$ cat src/rtl/stream_demultiplexer_pkg.sv
// Shared definitions for the 3-stream serial demultiplexer: slot width,
// channel-count encodings and the receive FSM state type.
package demux_pkg;

    localparam int DATA_W = 8;

    typedef enum logic [1:0] {
        MODE_OFF = 2'd0,
        MODE_1CH = 2'd1,
        MODE_2CH = 2'd2,
        MODE_3CH = 2'd3
    } demux_mode_e;

    typedef enum logic [1:0] {
        ST_IDLE  = 2'd0,
        ST_SHIFT = 2'd1,
        ST_DONE  = 2'd2
    } demux_state_e;

endpackage

$ cat src/rtl/stream_demultiplexer_if.sv
// Serial-link inputs and parallel word outputs of the stream demultiplexer.
// The master side (link/transmitter) drives sclk/sdata/sync/mode; the slave
// side (demux) drives the words, their qualifiers and the debug state.
interface stream_demultiplexer_if
    import demux_pkg::*;
#(
    parameter int DATA_W = demux_pkg::DATA_W
);
    logic              sclk;
    logic              sdata;
    logic              sync;
    logic [1:0]        mode;
    // No backpressure: ds1..ds3 are valid whenever the matching ch_valid bit
    // pulses for one clk; out_ready and frame_err are single-clk events.
    logic [DATA_W-1:0] ds1;
    logic [DATA_W-1:0] ds2;
    logic [DATA_W-1:0] ds3;
    logic [2:0]        ch_valid;
    logic              out_ready;
    logic              frame_err;
    demux_state_e      dbg_state;

    modport master (
        output sclk, sdata, sync, mode,
        input  ds1, ds2, ds3, ch_valid, out_ready, frame_err, dbg_state
    );

    modport slave (
        input  sclk, sdata, sync, mode,
        output ds1, ds2, ds3, ch_valid, out_ready, frame_err, dbg_state
    );
endinterface

$ cat src/rtl/stream_demultiplexer_sclk_edge_sync.sv
// Brings the asynchronous serial bit clock, data and sync into the clk domain
// and turns each sclk rising edge into a one-clk bit strobe with aligned data.
module sclk_edge_sync (
    input  logic clk,
    input  logic rst,
    input  logic sclk,
    input  logic sdata,
    input  logic sync,
    output logic bit_stb,
    output logic bit_d,
    output logic sync_d
);
    logic [2:0] sclk_q;
    logic [1:0] sdata_q;
    logic [1:0] sync_q;
    logic       bit_stb_q;
    logic       bit_d_q;
    logic       sync_d_q;

    // sdata/sync use the same depth as sclk so the sampled bit matches the edge.
    always_ff @(posedge clk or negedge rst) begin
        if (!rst) begin
            sclk_q    <= '0;
            sdata_q   <= '0;
            sync_q    <= '0;
            bit_stb_q <= 1'b0;
            bit_d_q   <= 1'b0;
            sync_d_q  <= 1'b0;
        end else begin
            sclk_q    <= {sclk_q[1:0], sclk};
            sdata_q   <= {sdata_q[0], sdata};
            sync_q    <= {sync_q[0], sync};
            bit_stb_q <= sclk_q[1] & ~sclk_q[2];
            bit_d_q   <= sdata_q[1];
            sync_d_q  <= sync_q[1];
        end
    end

    assign bit_stb = bit_stb_q;
    assign bit_d   = bit_d_q;
    assign sync_d  = sync_d_q;
endmodule

$ cat src/rtl/stream_demultiplexer.sv
// Receive side of the 3-stream serial multiplexer: deserialises MSB-first
// slots into ds1..ds3 under a frame FSM advanced by recovered sclk edges.
module stream_demultiplexer
    import demux_pkg::*;
#(
    parameter int DATA_W = demux_pkg::DATA_W
) (
    input logic                   clk,
    input logic                   rst,
    stream_demultiplexer_if.slave bus
);
    localparam int CNT_W = $clog2(DATA_W + 1);

    logic bit_stb;
    logic bit_d;
    logic sync_d;

    sclk_edge_sync u_sclk_edge_sync (
        .clk     (clk),
        .rst     (rst),
        .sclk    (bus.sclk),
        .sdata   (bus.sdata),
        .sync    (bus.sync),
        .bit_stb (bit_stb),
        .bit_d   (bit_d),
        .sync_d  (sync_d)
    );

    demux_state_e      state_q;
    logic [1:0]        nch_q;
    logic [1:0]        slot_q;
    logic [CNT_W-1:0]  bit_cnt_q;
    logic [DATA_W-1:0] shift_q;
    logic [DATA_W-1:0] ds1_q;
    logic [DATA_W-1:0] ds2_q;
    logic [DATA_W-1:0] ds3_q;
    logic [2:0]        ch_valid_q;
    logic              out_ready_q;
    logic              frame_err_q;

    logic [DATA_W-1:0] shift_d;
    logic [DATA_W-1:0] first_bit_d;
    logic              word_last;

    assign shift_d     = {shift_q[DATA_W-2:0], bit_d};
    assign first_bit_d = {{(DATA_W - 1){1'b0}}, bit_d};
    assign word_last   = (bit_cnt_q == CNT_W'(DATA_W - 1));

    always_ff @(posedge clk or negedge rst) begin
        if (!rst) begin
            state_q     <= ST_IDLE;
            nch_q       <= '0;
            slot_q      <= '0;
            bit_cnt_q   <= '0;
            shift_q     <= '0;
            ds1_q       <= '0;
            ds2_q       <= '0;
            ds3_q       <= '0;
            ch_valid_q  <= '0;
            out_ready_q <= 1'b0;
            frame_err_q <= 1'b0;
        end else begin
            ch_valid_q  <= '0;
            out_ready_q <= 1'b0;
            frame_err_q <= 1'b0;
            case (state_q)
                ST_IDLE: begin
                    if (bit_stb && sync_d && (bus.mode != MODE_OFF)) begin
                        nch_q     <= bus.mode;
                        shift_q   <= first_bit_d;
                        bit_cnt_q <= CNT_W'(1);
                        slot_q    <= '0;
                        state_q   <= ST_SHIFT;
                    end
                end
                ST_SHIFT: begin
                    if (bit_stb) begin
                        if (sync_d) begin
                            // Resync: the partial word is dropped and this bit opens a new frame.
                            frame_err_q <= 1'b1;
                            nch_q       <= bus.mode;
                            shift_q     <= first_bit_d;
                            bit_cnt_q   <= CNT_W'(1);
                            slot_q      <= '0;
                            state_q     <= (bus.mode != MODE_OFF) ? ST_SHIFT : ST_IDLE;
                        end else if (word_last) begin
                            shift_q   <= shift_d;
                            bit_cnt_q <= '0;
                            slot_q    <= slot_q + 2'd1;
                            case (slot_q)
                                2'd0: begin
                                    ds1_q      <= shift_d;
                                    ch_valid_q <= 3'b001;
                                end
                                2'd1: begin
                                    ds2_q      <= shift_d;
                                    ch_valid_q <= 3'b010;
                                end
                                default: begin
                                    ds3_q      <= shift_d;
                                    ch_valid_q <= 3'b100;
                                end
                            endcase
                            if ((slot_q + 2'd1) == nch_q) begin
                                state_q <= ST_DONE;
                            end
                        end else begin
                            shift_q   <= shift_d;
                            bit_cnt_q <= bit_cnt_q + CNT_W'(1);
                        end
                    end
                end
                ST_DONE: begin
                    out_ready_q <= 1'b1;
                    state_q     <= ST_IDLE;
                end
                default: state_q <= ST_IDLE;
            endcase
        end
    end

    assign bus.ds1       = ds1_q;
    assign bus.ds2       = ds2_q;
    assign bus.ds3       = ds3_q;
    assign bus.ch_valid  = ch_valid_q;
    assign bus.out_ready = out_ready_q;
    assign bus.frame_err = frame_err_q;
    assign bus.dbg_state = state_q;
endmodule

$ cat src/flat_wrapper.sv
// flat-port wrapper written by rule: the top's interface ports become plain ports
module stream_demultiplexer_flat import demux_pkg::*;
#(
    parameter int DATA_W = demux_pkg::DATA_W
)
  (clk, rst, bus_sclk, bus_sdata, bus_sync, bus_mode, bus_ds1, bus_ds2, bus_ds3, bus_ch_valid, bus_out_ready, bus_frame_err, bus_dbg_state);
  stream_demultiplexer_if #(.DATA_W(DATA_W)) bus_i ();
  input logic clk;
  input logic rst;
  input wire logic [$bits(bus_i.sclk)-1:0] bus_sclk;
  input wire logic [$bits(bus_i.sdata)-1:0] bus_sdata;
  input wire logic [$bits(bus_i.sync)-1:0] bus_sync;
  input wire logic [$bits(bus_i.mode)-1:0] bus_mode;
  output wire logic [$bits(bus_i.ds1)-1:0] bus_ds1;
  output wire logic [$bits(bus_i.ds2)-1:0] bus_ds2;
  output wire logic [$bits(bus_i.ds3)-1:0] bus_ds3;
  output wire logic [$bits(bus_i.ch_valid)-1:0] bus_ch_valid;
  output wire logic [$bits(bus_i.out_ready)-1:0] bus_out_ready;
  output wire logic [$bits(bus_i.frame_err)-1:0] bus_frame_err;
  output wire logic [$bits(bus_i.dbg_state)-1:0] bus_dbg_state;
  assign bus_i.sclk = bus_sclk;
  assign bus_i.sdata = bus_sdata;
  assign bus_i.sync = bus_sync;
  assign bus_i.mode = bus_mode;
  assign bus_ds1 = bus_i.ds1;
  assign bus_ds2 = bus_i.ds2;
  assign bus_ds3 = bus_i.ds3;
  assign bus_ch_valid = bus_i.ch_valid;
  assign bus_out_ready = bus_i.out_ready;
  assign bus_frame_err = bus_i.frame_err;
  assign bus_dbg_state = bus_i.dbg_state;
  stream_demultiplexer #(.DATA_W(DATA_W)) u_core (.clk(clk), .rst(rst), .bus(bus_i));
endmodule
$ cat config.mk
export PLATFORM = sky130hd
export DESIGN_NAME = stream_demultiplexer_flat
export DESIGN_NICKNAME = d
export VERILOG_FILES = /design/src/rtl/stream_demultiplexer_pkg.sv /design/src/rtl/stream_demultiplexer_if.sv /design/src/rtl/stream_demultiplexer_sclk_edge_sync.sv /design/src/rtl/stream_demultiplexer.sv /design/src/flat_wrapper.sv
export SDC_FILE = /design/constraint.sdc
export NUM_CORES = 1
export LEC_CHECK = 0
export BUFFER_PORTS_ARGS = -buffer_cell sky130_fd_sc_hd__buf_2
export CORE_UTILIZATION = 30
export DETAILED_ROUTE_END_ITERATION = 10
export SLEW_MARGIN = 20
export SYNTH_ARGS = -nofsm -noshare
export SYNTH_HDL_FRONTEND = slang
export SYNTH_SLANG_ARGS = --single-unit
$ cat constraint.sdc
create_clock -name clk -period 1.85 [get_ports clk]
set_input_delay 0.2775 -clock clk [delete_from_list [all_inputs] [get_ports clk]]
set_output_delay 0.2775 -clock clk [all_outputs]
set_load 0.01 [all_outputs]
[Word level (Yosys, flattened, before mapping)]
Index checks and enable logic that the tools add are counted.
Storage, ports and cells
  flip-flop bits (word level): 56
  output and inout port bits: 31
  word-level logic and storage cells: 81
Operators by class
  add/sub/neg operators: 2
  eq/ne operators: 10
  muxes and demuxes: 34
  bitwise operators: 4
  reduce and logical (&&, ||, !) cells: 14
Operator list (number)
  $mux W2: 12
  $mux W7: 3
  $mux W4: 4
  $reduce_and A5 Y1: 3
  $pmux W7 S2: 1
  $mux W3: 4
  $pmux W2 S2: 3
  $reduce_and A4 Y1: 3
  $pmux W4 S2: 1
  $ne A3 B2 Y1 const B: 2
  $pmux W3 S2: 1
  $mux W1: 5
  $add A4 B1 Y4 const B: 1
  $eq A2 B1 Y1 const B: 2
  $eq A4 B3 Y1 const B: 1
  $logic_not A2 Y1: 2
  $ne A2 B2 Y1 const B: 2
  $reduce_bool A2 Y1: 2
  $not A1 Y1: 3
  $reduce_and A3 Y1: 1
  $add A2 B1 Y2 const B: 1
  $eq A2 B2 Y1: 1
  $eq A2 B2 Y1 const B: 1
  $logic_and A1 B1 Y1: 2
  3 further kinds: 3

[Longest topological paths before layout]
Gate-level depths: netlist (run 1).
  depth in word-level cells: 7
  depth in mapped cells: 5
  depth with buffers taken out: 5

[Hierarchy]
Synthesis (run 1) repeated with hierarchy kept, for this count alone.
Unflattened totals
  cells, all modules: 146
  area, all modules: 2289.7 sq um
Modules (own cells, without submodules)
  stream_demultiplexer: instances 1, cells an instance 135, area each 2025.7 sq um, seq. area each 1151.1 sq um
  sclk_edge_sync: instances 1, cells an instance 11, area each 264.0 sq um, seq. area each 250.2 sq um

[Worst setup path after synthesis (run 1)]
Ideal clock, no wire load.
  kind: reg2reg
  start: register u_core.bit_cnt_q[0]
  end: register u_core.ds1_q[0] (netlist: u_core.bus.ds1[0])
  setup time: 125 ps
  data arrival time: 1414 ps
  setup slack: 311 ps
  stages on the path, launching flop included: 6
  clock period less this slack: 1539 ps
  cells stage by stage: dfrtp_1 -> ha_1 -> and3b_1 -> buf_2 -> nand3_4 -> mux2_2
Between the ends
  cells in the longest elaborated chain, start to end: 2
Ends and longest elaborated chain
  start, declared: RTL line stream_demultiplexer.sv:32  | logic [CNT_W-1:0] bit_cnt_q;
  start signal, assigned: RTL line stream_demultiplexer.sv:109  | bit_cnt_q <= bit_cnt_q + CNT_W'(1);
  $eq A4 B3 Y1: RTL line stream_demultiplexer.sv:47  | assign word_last = (bit_cnt_q == CNT_W'(DATA_W - 1));
  $reduce_and A5 Y1 (no line)
  end signal, assigned: RTL line stream_demultiplexer.sv:92  | ds1_q <= shift_d;
  end, declared: RTL line stream_demultiplexer.sv:34  | logic [DATA_W-1:0] ds1_q;
No other way between the ends.
A chain may end at the register's enable or synchronous reset.

[Final worst setup path (run 1)]
  start: register u_core.state_q[0] (netlist: u_core.bus.dbg_state[0])
  end: register u_core.ds3_q[7] (netlist: u_core.bus.ds3[7])
Between the ends
  cells in the longest elaborated chain, start to end: 2
Ends and longest elaborated chain
  start, declared: RTL line stream_demultiplexer.sv:29  | demux_state_e state_q;
  start signal, assigned: RTL line stream_demultiplexer.sv:85  | state_q <= (bus.mode != MODE_OFF) ? ST_SHIFT : ST_IDLE;
  $eq A2 B1 Y1: RTL line stream_demultiplexer.sv:66  | case (state_q)
  $reduce_and A5 Y1 (no line)
  end signal, assigned: RTL line stream_demultiplexer.sv:100  | ds3_q <= shift_d;
  end, declared: RTL line stream_demultiplexer.sv:36  | logic [DATA_W-1:0] ds3_q;
No other way between the ends.

==> impl_metrics.json, run 1 <==
{
  "outcome": "finished, final reports clean",
  "global_route_wire_length_before_repair_um": 6472,
  "leakage_power_total_nw": 1.366,
  "path_delay_family": "simple AND/OR/NAND/NOR gates",
  "drcViolationCount": 0,
  "synthesis.area_um2": 2220,
  "total_detailed_routing_wirelength_um": 3796,
  "fin_worst_hold_slack_ns": 0.08095,
  "detailedRoute.firstIterationViolations": 68,
  "gr-usage-all-layers": 0.1108,
  "postSynth.topFlopCell": "dfrtp_1",
  "globalplace.congestion": 0.7213,
  "power_density_nw_per_um2": 856.9,
  "numClockSinks": 56,
  "post_drt_via_cell_ratio": 4.425,
  "clock_tree_from_tritoncts": "built",
  "synthCells": 155,
  "design.core.area_um2": 6982,
  "worst_pin_slew_ns": 0.6117,
  "max-slew-margin-rel": 0.5921,
  "layout_common_cells": "dfrtp_1, buf_2, mux2_2",
  "timing.critical_path.arrival_ns": 1.88,
  "timing.critical_path.to_type": "flip-flop",
  "synth-seq-area-share": 0.6313,
  "grt-busiest-layer": "met2",
  "worst_hold_startpoint": "bus_sdata",
  "grt_setup_unrepaired": "no",
  "timing.final.crit_period_ns": 1.702,
  "die_width_um": 88.02,
  "synth_enable_flop_cells": 0,
  "worstHoldEndpoint": "u_core.u_sclk_edge_sync.sdata_q[0]",
  "setup.worst_path.start": "u_core.bus.dbg_state[0]",
  "number_of_antenna_violations_at_the_first_check_in_global_routing": 0,
  "ctsRootBufferMaster": "clkbuf_8",
  "max_freq_ghz": 0.5874,
  "cp.required_ns": 2.03,
  "worst_ir_drop_vdd_mv": 0.3242,
  "worst_path_fanout_max": 13,
  "worstReg2RegStart": "u_core.bus.dbg_state[0]",
  "slew_viol_final": 0,
  "layout_worst_path_cycle_share": 0.9202,
  "cts-buffers-inserted": 5,
  "setup.reg_to_reg.worst_slack_ns": 0.15,
  "synth-seq-cells": 56,
  "design.die.area_um2": 7747,
  "row_count": 30,
  "die_height_um": 88.02,
  "post-dp-hpwl_um": 2548,
  "layout.cells.most_common": "dfrtp_1",
  "asyncSetResetFlopFracSynth": 1.000,
  "ioPinCount": 38,
  "detailed_route_wire_length_per_cell_um": 12.91,
  "htree_num_levels": 2,
  "p_r_area_growth_vs_syn_pct": 18.04,
  "dr.pass1.iters": 4,
  "ant_nets": 0,
  "finalSetupViolations": 0,
  "path_class": "flip-flop to flip-flop",
  "syn-mean-instance-area_um2": 14.32,
  "clk_path_buf_depth": 2,
  "maxCapViolCount": 0,
  "port_buffers": 37,
  "grt_remaining_overflow": 0,
  "hold-path-cell-count": 1,
  "setup-tns-final_ns": 0,
  "critical_path.cell_chain": "and4bb_2 -> nand3_4 -> mux2_1",
  "fin_worst_skew_ns": 0.005339,
  "nets": 208,
  "timing.rr.end": "u_core.bus.ds3[7]",
  "mappedNetlistNets": 165,
  "clk_pin_slew_worst_paths_ns": 0.09,
  "start_util": 0.3179,
  "gr-usage-met2": 0.1642,
  "min_path_type": "input port to flip-flop",
  "vias": 1301,
  "clock_latency_ns": 0.29,
  "grt_max_degree": 57,
  "hold_viol_final": 0,
  "yosysWarnings": 0,
  "cpMaxStageDelayCell": "dfrtp_1",
  "worst_r2r_path_depth": 3,
  "grt_util_met3": 0.02922,
  "postPlaceCellArea_um2": 2531,
  "critical_path.startpoint_type": "flip-flop",
  "number_of_different_library_cells_in_the_post_synthesis_netlist": 34,
  "cp.buffers_inverters": 0,
  "post-cts-setup-buffers": 0,
  "totalPowerFinal_w": 0.002245,
  "number_of_diodes_added_for_antenna_fixing": 0,
  "worst_path_largest_cell_delay_ns": 0.57,
  "first_global_vias": 1267,
  "drive_gt1_frac": 0.4091,
  "layout_cell_area_excl_fill_um2": 2620,
  "fraction_of_met1_tracks_used_by_global_routing": 0.1584
}
==> cell usage after synthesis, types with 3 or more instances <==
cell type,instances,share of area
dfrtp_1,56,0.63
ha_1,3,0.017
nand3_4,3,0.024
nand2_1,4,0.0068
nor2b_1,3,0.0085
mux2i_1,5,0.023
o21ai_0,6,0.014
nor2_1,6,0.010
mux2_2,29,0.15
and3_1,3,0.0085
inv_1,11,0.019
==> per-layer routing <==
metal  routed length [um]  part of all wire
met1                 1933              0.51
met4                   37            0.0097
met2                 1629              0.43
met3                  195             0.051
met5                    0                 0
==> stage by stage <==
step / utilization / cells / setup slack (ns)
after detailed placement: 0.3625 / 286 / 0.08610
after global routing: 0.3753 / 294 / 0.05131
after global placement: 0.3625 / 286 / 0.1567
after floorplan: - / 155 / 0.3115
after CTS: 0.3751 / 294 / 0.06801
final: 0.3753 / 294 / 0.1477
==> registers in the layout (all words and copies together), names as in the netlist, 3 cells and up <==
| register | count |
|---|---|
| u_core.bus.ds1 | 8 |
| u_core.bus.ds2 | 8 |
| u_core.bus.ds3 | 8 |
| u_core.shift_q | 7 |
| u_core.bit_cnt_q | 4 |
| u_core.bus.ch_valid | 3 |
| u_core.u_sclk_edge_sync.sclk_q | 3 |
==> worst max path at each step <==
stage	end	cells past startpoint
3_5_place_dp	u_core.bus.ds3[7]	4
5_1_grt	u_core.bus.ds3[7]	3
4_1_cts	u_core.bus.ds3[7]	4
6_report	u_core.bus.ds3[7]	3
3_3_place_gp	u_core.bus.ds3[7]	4
2_1_floorplan	u_core.bus.ds1[0]	5
==> layout make-up <==
cell class	count	area, um^2
fillers	729	4362
inverters	11	41.29
well taps	96	120.1
clock buffers	6	72.57
multi-input cells	84	757.0
clock inverters	1	5.005
flip-flops and latches	56	1401
repair buffers	40	222.7
==> kinds of logic after synthesis <==
kind of cell / Yosys count / share of synthesized area
xor+xnor: 2 / 0.007893
simple gates: 29 / 0.09527
flops: 56 / 0.6313
fa+ha+maj: 3 / 0.01691
mux: 35 / 0.1747
compound gates: 15 / 0.04567
buf+inv: 15 / 0.02818
==> power breakdown <==
part | internal [W] | switching (W) | leakage, nW | total [W]
Clock | 0.000258 | 0.000352 | 0.0410 | 0.000611
Combinational | 0.000120 | 0.000127 | 0.585 | 0.000246
Sequential | 0.00131 | 0.0000784 | 0.741 | 0.00139
==> timing repair <==
action	in CTS	in global routing
hold endpoints to repair	56	0
hold buffers	1	0
setup endpoints to repair	0	6
resized for setup	0	1
(Power assumes the default switching activity.)
==> inputs of run 2 (changes only) <==
--- a/config.mk
+++ b/config.mk
@@ -5,6 +5,7 @@
 export SDC_FILE = /design/constraint.sdc
 export NUM_CORES = 1
 export LEC_CHECK = 0
+export ABC_AREA = 1
 export BUFFER_PORTS_ARGS = -buffer_cell sky130_fd_sc_hd__buf_2
 export CORE_UTILIZATION = 30
 export DETAILED_ROUTE_END_ITERATION = 10
==> constraint.sdc (replaced) <==
create_clock -name clk -period 1.85 [get_ports clk]
set_input_delay 0.2775 -clock clk [delete_from_list [all_inputs] [get_ports clk]]
set_output_delay 0.2775 -clock clk [all_outputs]
set_load 0.02 [all_outputs]
==> run 2 against run 1 <==
  * Clock-buffer cell count is the same
  * Critical path type unchanged
  * Synthesized cell count grew 40%
  * Clock power up 7.7%
  * Core utilization decreased by 1.1 points
  * Area after synthesis rose by 1.6%
  * Largest cell class unchanged
==> impl_metrics.json, run 2 <==
{
  "layout_common_cells": "dfrtp_1, nand2_1, buf_2",
  "synth-seq-cells": 56,
  "vias": 1534,
  "die_width_um": 88.69,
  "grt_max_degree": 23,
  "yosysWarnings": 0,
  "layout_worst_path_cycle_share": 0.8387,
  "post-dp-hpwl_um": 3056,
  "min_path_type": "input port to flip-flop",
  "pwr-share-comb": 0.262,
  "synth-seq-area-share": 0.6215,
  "leakage_power_total_nw": 1.365,
  "synthCells": 217,
  "grt_setup_unrepaired": "no",
  "start_util": 0.3109,
  "power_density_nw_per_um2": 1099,
  "first_global_vias": 1418,
  "htree_num_levels": 2,
  "port_buffers": 37,
  "numClockSinks": 56,
  "number_of_antenna_violations_at_the_first_check_in_global_routing": 0,
  "p_r_area_growth_vs_syn_pct": 17.15,
  "totalPowerFinal_w": 0.002902,
  "synth_top_area_cell": "dfrtp_1",
  "nets": 270,
  "number_of_diodes_added_for_antenna_fixing": 0,
  "asyncSetResetFlopFracSynth": 1.000,
  "clock_share_of_power": 0.227,
  "postSynth.topFlopCell": "dfrtp_1",
  "intPower_w": 0.001898,
  "ant_nets": 0,
  "finalSetupViolations": 0,
  "drive_gt1_frac": 0.2644,
  "row_count": 31,
  "design.die.area_um2": 7866,
  "detailed_route_wire_length_per_cell_um": 11.76,
  "post_cts_resized": 0,
  "timing.final.crit_period_ns": 1.552,
  "worst_path_fanout_max": 17,
  "timing.critical_path.arrival_ns": 1.74,
  "postCtsHoldBufs": 1,
  "clock_tree_from_tritoncts": "built",
  "drcViolationCount": 0,
  "ctsRootBufferMaster": "clkbuf_8",
  "grt_remaining_overflow": 0,
  "number_of_different_library_cells_in_the_post_synthesis_netlist": 21,
  "layout.cells.most_common": "dfrtp_1",
  "slew_viol_final": 0,
  "setup-tns-final_ns": 0,
  "synth_top_area_frac": 0.6215,
  "path_class": "flip-flop to flip-flop",
  "die_height_um": 88.69,
  "dr.pass1.iters": 4,
  "power.share.switching": 0.3461,
  "max-slew-margin-rel": 0.6568,
  "post_drt_via_cell_ratio": 4.261,
  "synth_most_common_cell": "dfrtp_1",
  "fin_worst_skew_ns": 0.01613,
  "synth_top_cells_by_area": "dfrtp_1, nand2_1, o21ai_1, inv_1, nand4_4",
  "max_freq_ghz": 0.6445,
  "worst_pin_slew_ns": 0.5147,
  "detailedRoute.firstIterationViolations": 91,
  "synthesis.area_um2": 2255,
  "worst_ir_drop_vdd_mv": 0.3372,
  "cts-buffers-inserted": 5,
  "syn-mean-instance-area_um2": 10.39,
  "mappedNetlistNets": 227,
  "gr-usage-all-layers": 0.1171,
  "clk_path_buf_depth": 2,
  "outcome": "finished, final reports clean",
  "maxCapViolCount": 0,
  "synth_top_cells_by_count": "dfrtp_1, nand2_1, inv_1",
  "design.core.area_um2": 7253,
  "share_seq_of_total_power": 0.511,
  "clk_pin_slew_worst_paths_ns": 0.09,
  "global_route_wire_length_before_repair_um": 7044,
  "critical_path.startpoint_type": "flip-flop",
  "total_detailed_routing_wirelength_um": 4232,
  "cp.required_ns": 2.04,
  "synth_enable_flop_cells": 0,
  "post-cts-setup-buffers": 0,
  "hold_viol_final": 0,
  "globalplace.congestion": 0.7798,
  "timing.critical_path.to_type": "flip-flop",
  "power.net_switching_w": 0.001004,
  "clock_latency_ns": 0.31,
  "ioPinCount": 38
}
-- run 2: changes by cell type in the layout (fill, tap and decap cells not counted), sizes merged, moves of 5 or more --
cell,before,now
nand2,4,55
o21ai,7,39
mux2,30,0
inv,11,27
nor2,6,13
nand3,4,10
mux2i,5,0
-- run 2: layout make-up --
type                            instances  area, um^2
Sequential cell                        56        1401
Timing Repair Buffer                   42       225.2
Inverter                               27       102.6
Multi-Input combinational cell        128       701.9
Fill cell                             759        4612
Clock inverter                          2       13.76
Clock buffer                            6       72.57
Tap cell                               99       123.9
-- run 2: worst paths after layout --
path                       slack, ns                         startpoint  cells past startpoint                                 to
hold / removal                  0.07                           bus_sync                      1  u_core.u_sclk_edge_sync.sync_q[0]
setup / recovery                0.30                u_core.bit_cnt_q[0]                      6                  u_core.bus.ds2[2]
setup reg to reg                0.30                u_core.bit_cnt_q[0]                      6                  u_core.bus.ds2[2]
hold reg to reg                 0.36  u_core.u_sclk_edge_sync.sync_q[0]                      0  u_core.u_sclk_edge_sync.sync_q[1]
min in group asynchronous       0.47                                rst                      2                  u_core.bus.ds2[0]
max in group asynchronous       0.72                                rst                      3               u_core.bus.out_ready
-- run 2: critical path: stages (launching register included) --
cell and delay (ns):
dfrtp_1 0.40, ha_1 0.20, nand2_1 0.11, nor2_4 0.23, nand4_4 0.28, nand2_1 0.15
o21ai_1 0.07
-- run 2: stage by stage --
| stage | instances | instance area [um^2] | hold WS, ns | worst slack [ns] | utilization |
|---|---|---|---|---|---|
| 2_1_floorplan | 217 | 2255 | -0.01809 | 0.4174 | - |
| 3_3_place_gp | 351 | 2545 | 0.2718 | 0.3202 | 0.3509 |
| 3_5_place_dp | 351 | 2545 | 0.2741 | 0.3221 | 0.3509 |
| 4_1_cts | 360 | 2641 | 0.06498 | 0.2878 | 0.3642 |
| 5_1_grt | 360 | 2641 | 0.05034 | 0.1149 | 0.3642 |
| 6_report | 360 | 2641 | 0.07477 | 0.2984 | 0.3642 |
-- run 2: logic make-up (layout without fill, tap and decap cells) --
| group | after synthesis | after routing | share of synthesized area |
|---|---|---|---|
| AND/OR/NAND/NOR | 82 | 82 | 0.1759 |
| flip-flops | 56 | 56 | 0.6215 |
| AO/OA/AOI/OAI | 41 | 41 | 0.1110 |
| buffers and inverters | 33 | 77 | 0.06714 |
| adder cells (fa/ha/maj) | 3 | 3 | 0.01665 |
| XOR/XNOR | 2 | 2 | 0.007771 |
-- run 2: power groups by stage --
stage / sequential, W / clock (W) / combinational (W)
floorplan: 0.00154 / 0 / 0.000551
global placement: 0.00151 / 0 / 0.000752
detailed placement: 0.00151 / 0 / 0.000767
CTS: 0.00148 / 0.000685 / 0.000774
global route: 0.00151 / 0.000736 / 0.000864
finish: 0.00148 / 0.000658 / 0.000762
-- run 2: per-layer routing --
layer  track usage  up-vias  wire length [um]
met5             0        -                 0
met4       0.04399        0                65
met3       0.01959        7                92
met2        0.1839       22              1972
met1        0.1622      735              2102
li1              -      770                 -
